**src/rtl/taus_urng_multi.sv**
```systemverilog
// taus_urng_multi: NUM_CH lockstep taus88 generators with valid/ready output, checked seed reload and draw counter
module taus_urng_multi #(
    parameter int NUM_CH = 4,
    parameter int CH_W = (NUM_CH > 1) ? $clog2(NUM_CH) : 1
) (
    input  logic                  clock,
    input  logic                  reset_n,
    input  logic                  en,
    input  logic                  out_ready,
    output logic                  out_valid,
    output logic [32*NUM_CH-1:0]  out_data,
    input  logic                  seed_we,
    input  logic [CH_W-1:0]       seed_ch,
    input  logic [1:0]            seed_comp,
    input  logic [31:0]           seed_data,
    output logic                  seed_err,
    output logic [31:0]           sample_cnt
);
    logic [31:0] s0 [NUM_CH];
    logic [31:0] s1 [NUM_CH];
    logic [31:0] s2 [NUM_CH];
    logic        fire, accept;
    logic [31:0] seed_min;

    function automatic logic [31:0] taus0(input logic [31:0] x);
        return ((x & 32'hFFFFFFFE) << 12) ^ (((x << 13) ^ x) >> 19);
    endfunction
    function automatic logic [31:0] taus1(input logic [31:0] x);
        return ((x & 32'hFFFFFFF8) << 4) ^ (((x << 2) ^ x) >> 25);
    endfunction
    function automatic logic [31:0] taus2(input logic [31:0] x);
        return ((x & 32'hFFFFFFF0) << 17) ^ (((x << 3) ^ x) >> 11);
    endfunction

    assign fire     = out_valid & out_ready;
    assign seed_min = (seed_comp == 2'd0) ? 32'd2 : (seed_comp == 2'd1) ? 32'd8 : 32'd16;
    assign accept   = seed_we && (32'(seed_ch) < 32'(NUM_CH)) && (seed_comp != 2'd3) && (seed_data >= seed_min);

    always_ff @(posedge clock or negedge reset_n) begin
        if (!reset_n) begin
            for (int c = 0; c < NUM_CH; c++) begin
                s0[c] <= 32'hAA0AA0AA ^ (32'(c) << 24);
                s1[c] <= 32'hB00B00BB ^ (32'(c) << 24);
                s2[c] <= 32'hD00B00DD ^ (32'(c) << 24);
            end
            out_valid  <= 1'b0;
            seed_err   <= 1'b0;
            sample_cnt <= '0;
        end else begin
            // an accepted seed write wins over the recurrence for its one register
            for (int c = 0; c < NUM_CH; c++) begin
                if (accept && seed_ch == CH_W'(c) && seed_comp == 2'd0) s0[c] <= seed_data;
                else if (fire) s0[c] <= taus0(s0[c]);
                if (accept && seed_ch == CH_W'(c) && seed_comp == 2'd1) s1[c] <= seed_data;
                else if (fire) s1[c] <= taus1(s1[c]);
                if (accept && seed_ch == CH_W'(c) && seed_comp == 2'd2) s2[c] <= seed_data;
                else if (fire) s2[c] <= taus2(s2[c]);
            end
            out_valid  <= en & ~seed_we;
            seed_err   <= seed_we & ~accept;
            sample_cnt <= sample_cnt + 32'(fire);
        end
    end

    for (genvar g = 0; g < NUM_CH; g++) begin : g_out
        assign out_data[32*g +: 32] = s0[g] ^ s1[g] ^ s2[g];
    end
endmodule

```
**config.mk**
```make
export PLATFORM = sky130hd
export DESIGN_NAME = taus_urng_multi
export DESIGN_NICKNAME = d
export VERILOG_FILES = /design/src/rtl/taus_urng_multi.sv
export SDC_FILE = /design/constraint.sdc
export NUM_CORES = 1
export LEC_CHECK = 0
export ABC_AREA = 1
export ABC_CLOCK_PERIOD_IN_PS = 2500
export BUFFER_PORTS_ARGS = -buffer_cell sky130_fd_sc_hd__buf_2
export CAP_MARGIN = 10
export CORE_MARGIN = 3
export CORE_UTILIZATION = 41
export DETAILED_ROUTE_END_ITERATION = 7
export GPL_ROUTABILITY_DRIVEN = 0
export MAX_ROUTING_LAYER = met4
export PLACE_DENSITY = 0.61
export RECOVER_POWER = 25
export REMOVE_ABC_BUFFERS = 1
export SLEW_MARGIN = 10
export SYNTH_ARGS = -nofsm -noshare
export SYNTH_HDL_FRONTEND = slang
export SYNTH_SLANG_ARGS = --single-unit
```
**constraint.sdc**
```tcl
create_clock -name clock -period 2.5 [get_ports clock]
set_clock_uncertainty 0.1 [all_clocks]
set_input_delay 0 -clock clock [delete_from_list [all_inputs] [get_ports clock]]
set_output_delay 0 -clock clock [all_outputs]
set_load 0.02 [all_outputs]
```
==> flow_metrics.tcl <==
set metrics [dict create \
    status "complete, no violations" \
    synth_edf_count 0 \
    syn_to_final_growth_pct 18.1 \
    worst_setup_path_end_kind "flop" \
    clk_path_buf_depth 3 \
    hold_slack_ns 0.0803 \
    dp_slack_ns -0.0872 \
    p_seq_share_pct 36.4 \
    cts_tree "done" \
    startpoint "seed_comp[1]" \
    max-slew-margin-rel_pct 5.72 \
    synth_seq_area_share_pct 45.1 \
    yosys.area.top_type_share_pct 28.2 \
    place_area_um2 25700 \
    power_density_nw_per_um2 1330 \
    synthFlopType "dfrtp_1" \
    maxCapViolCount 0 \
    grt_pass1_vias 20700 \
    r2r_start "out_valid" \
    rrSetupSlack_ns 0.17 \
    synth_warnings 0 \
    io_pins 203 \
    synthCells 2908 \
    pwr-share-comb_pct 43.3 \
    grt_max_degree 111 \
    start_kind "input pin" \
    synthArstFlopShare_pct 100 \
    final_common_cell "nand2_1" \
    initial_utilization_pct 41.7 \
    period_minus_slack_ns 2.34 \
    vias 21800 \
    synth_cell_types 28 \
    worstPathRequired_ns 2.91 \
    dp_hpwl_um 59000 \
    final_nets 3143 \
    die_y_um 246 \
    wl_per_cell_um 22.8 \
    cts.sinks 418 \
    max_freq_ghz 0.427 \
    die_area_um2 60600 \
    dr.pass1.iters 8 \
    ir_drop_v 0.000745 \
    layout_setup_ws_ns 0.160 \
    via_per_inst 5.60 \
    grt_use_total_pct 29.5 \
    worst_hold_path.num_cells 4 \
    coreArea_um2 56700 \
    netSwitchingPower_mw 16.0 \
    ant_nets 0 \
    clock_latency_ns 0.60 \
    p_int_mw 21.2 \
    min_from "en" \
    antenna_found_initial 1 \
    cts_max_level 2 \
    synth_area_um2 23600 \
    clock_power_share_pct 20.3 \
    worstPathMaxFanout 33 \
    wirelength_um 88700 \
    io_buffers 202 \
    ys_seq_elements 418 \
    layout_common_cells "nand2_1, nand3_1, xnor2_1" \
    gr-total-overflow 0 \
    yosysTopAreaCell "dfrtp_1" \
    synth_area_leaders "dfrtp_1, dfstp_2, xnor2_1" \
    power_mw 37.1 \
    finalSetupViolations 0 \
    hold_viol 0 \
    setup.worst_path.class "in -> reg" \
    drt_iter0_markers 2340 \
    finalInstanceArea_um2 27900 \
    hold_class "in -> reg" \
    p_sw_share_pct 43.0 \
    cts_made_buffers 49 \
    root_buffer "clkbuf_16" \
    cts.clk_slew.worst_paths_ns 0.06 \
    grt_pass1_wl_um 132000 \
    ff2ff_path_depth 9 \
    placed_cells 3745 \
    p_leak_nw 12.4 \
    r2r_end "sample_cnt[17]" \
    num_rows 87 \
    syn_area_per_cell_um2 8.13 \
    whs_endpoint "out_valid" \
    finalCritPeriodShare_pct 93.6 \
    crit_arrival_ns 2.75 \
    maxSlewViolCount 0 \
    worst_pin_slew_ns 1.41 \
    diodes 0 \
    route.detailed.drc 0 \
    die_w_um 246 \
    drive_above_1_share_pct 18.5 \
    stdcell_count 3894 \
]
==> cell families (layout without fill, tap and decap cells) <==
logic type,after synthesis,count (layout),synth area share [%]
simple gates,1470,1470,26.7
xor+xnor,450,450,16.7
flops,418,418,45.1
compound gates,289,289,6.13
buf+inv,276,506,5.17
fa+ha+maj,5,5,0.265
==> cells in the mapped netlist (5+ instances only) <==
| cell | count |
|---|---|
| a21oi_1 | 261 |
| buf_1 | 14 |
| buf_2 | 61 |
| buf_4 | 27 |
| clkbuf_1 | 119 |
| dfrtp_1 | 266 |
| dfstp_2 | 152 |
| ha_1 | 5 |
| inv_1 | 34 |
| inv_2 | 19 |
| nand2_1 | 629 |
| nand3_1 | 468 |
| nand4_1 | 45 |
| nand4_2 | 6 |
| nor2_1 | 303 |
| nor3_1 | 7 |
| nor4_1 | 5 |
| o21ai_0 | 27 |
| xnor2_1 | 396 |
| xor2_1 | 54 |
==> worst max-delay path, stage by stage <==
cell	delay [ns]
dlygate4sd3_1	0.52
buf_2	0.15
inv_2	0.06
ha_1	0.24
nor2_1	0.21
nand2_1	0.08
nor2_1	0.08
nand2_1	0.09
nor2_4	0.16
nand2_2	0.14
buf_6	0.19
nand4_1	0.14
buf_12	0.22
buf_4	0.24
nand3_1	0.11
nand3_1	0.10
==> cell type report <==
cell class	count	area [um2]
clock buffer	74	1430
clock inverter	18	233
fill	5444	28800
inverter	54	238
multi-input combinational	2214	11800
sequential	418	10700
tap	756	946
timing repair buffer	359	2590
timing repair inverter	1	7.51
==> flip-flops by register name, indices dropped and copies added (netlist names) <==
name and count:
out_valid 1, s0 128, s1 128, s2 128, sample_cnt 32, seed_err 1
==> power by group through the flow <==
| stage | logic, mW | registers, mW | clock network, mW |
|---|---|---|---|
| 2_1_floorplan | 10.9 | 12.4 | 0 |
| 3_3_place_gp | 16.0 | 13.4 | 0 |
| 3_5_place_dp | 16.1 | 13.5 | 0 |
| 4_1_cts | 16.2 | 13.4 | 7.61 |
| 5_1_grt | 17.4 | 13.7 | 7.92 |
| 6_report | 16.1 | 13.5 | 7.52 |
==> stage by stage <==
stage	utilization [%]	TNS [ns]
after floorplan	-	-3136.31
after global placement	45.2	-0.0623
after detailed placement	45.2	-2.32
after CTS	49.0	0
after global routing	49.2	-0.00975
final	49.2	0
==> worst max path at each step <==
stage,endpoint,cells past startpoint
floorplan,sample_cnt[24],11
CTS,s1[31],15
detailed placement,s1[15],14
finish,s0[18],16
global route,s0[23],15
global placement,s2[122],14
==> repair_timing <==
item                                    in CTS  in global routing
hold buffers                                45                  0
buffers inserted                             0                  9
endpoints found under the hold margin      671                  0
endpoints found under the setup margin       0                192
resized for setup                            0                 28
==> per-layer routing <==
metal | part of all wire (%) | global-route usage [%] | up-vias
li1 | - | - | 9827
met1 | 40 | 38.5 | 10500
met2 | 44 | 43.9 | 1182
met3 | 10 | 6.02 | 273
met4 | 5.6 | 14.2 | 0
met5 | 0 | - | -
No activity file was read; power rests on OpenSTA's default activity.
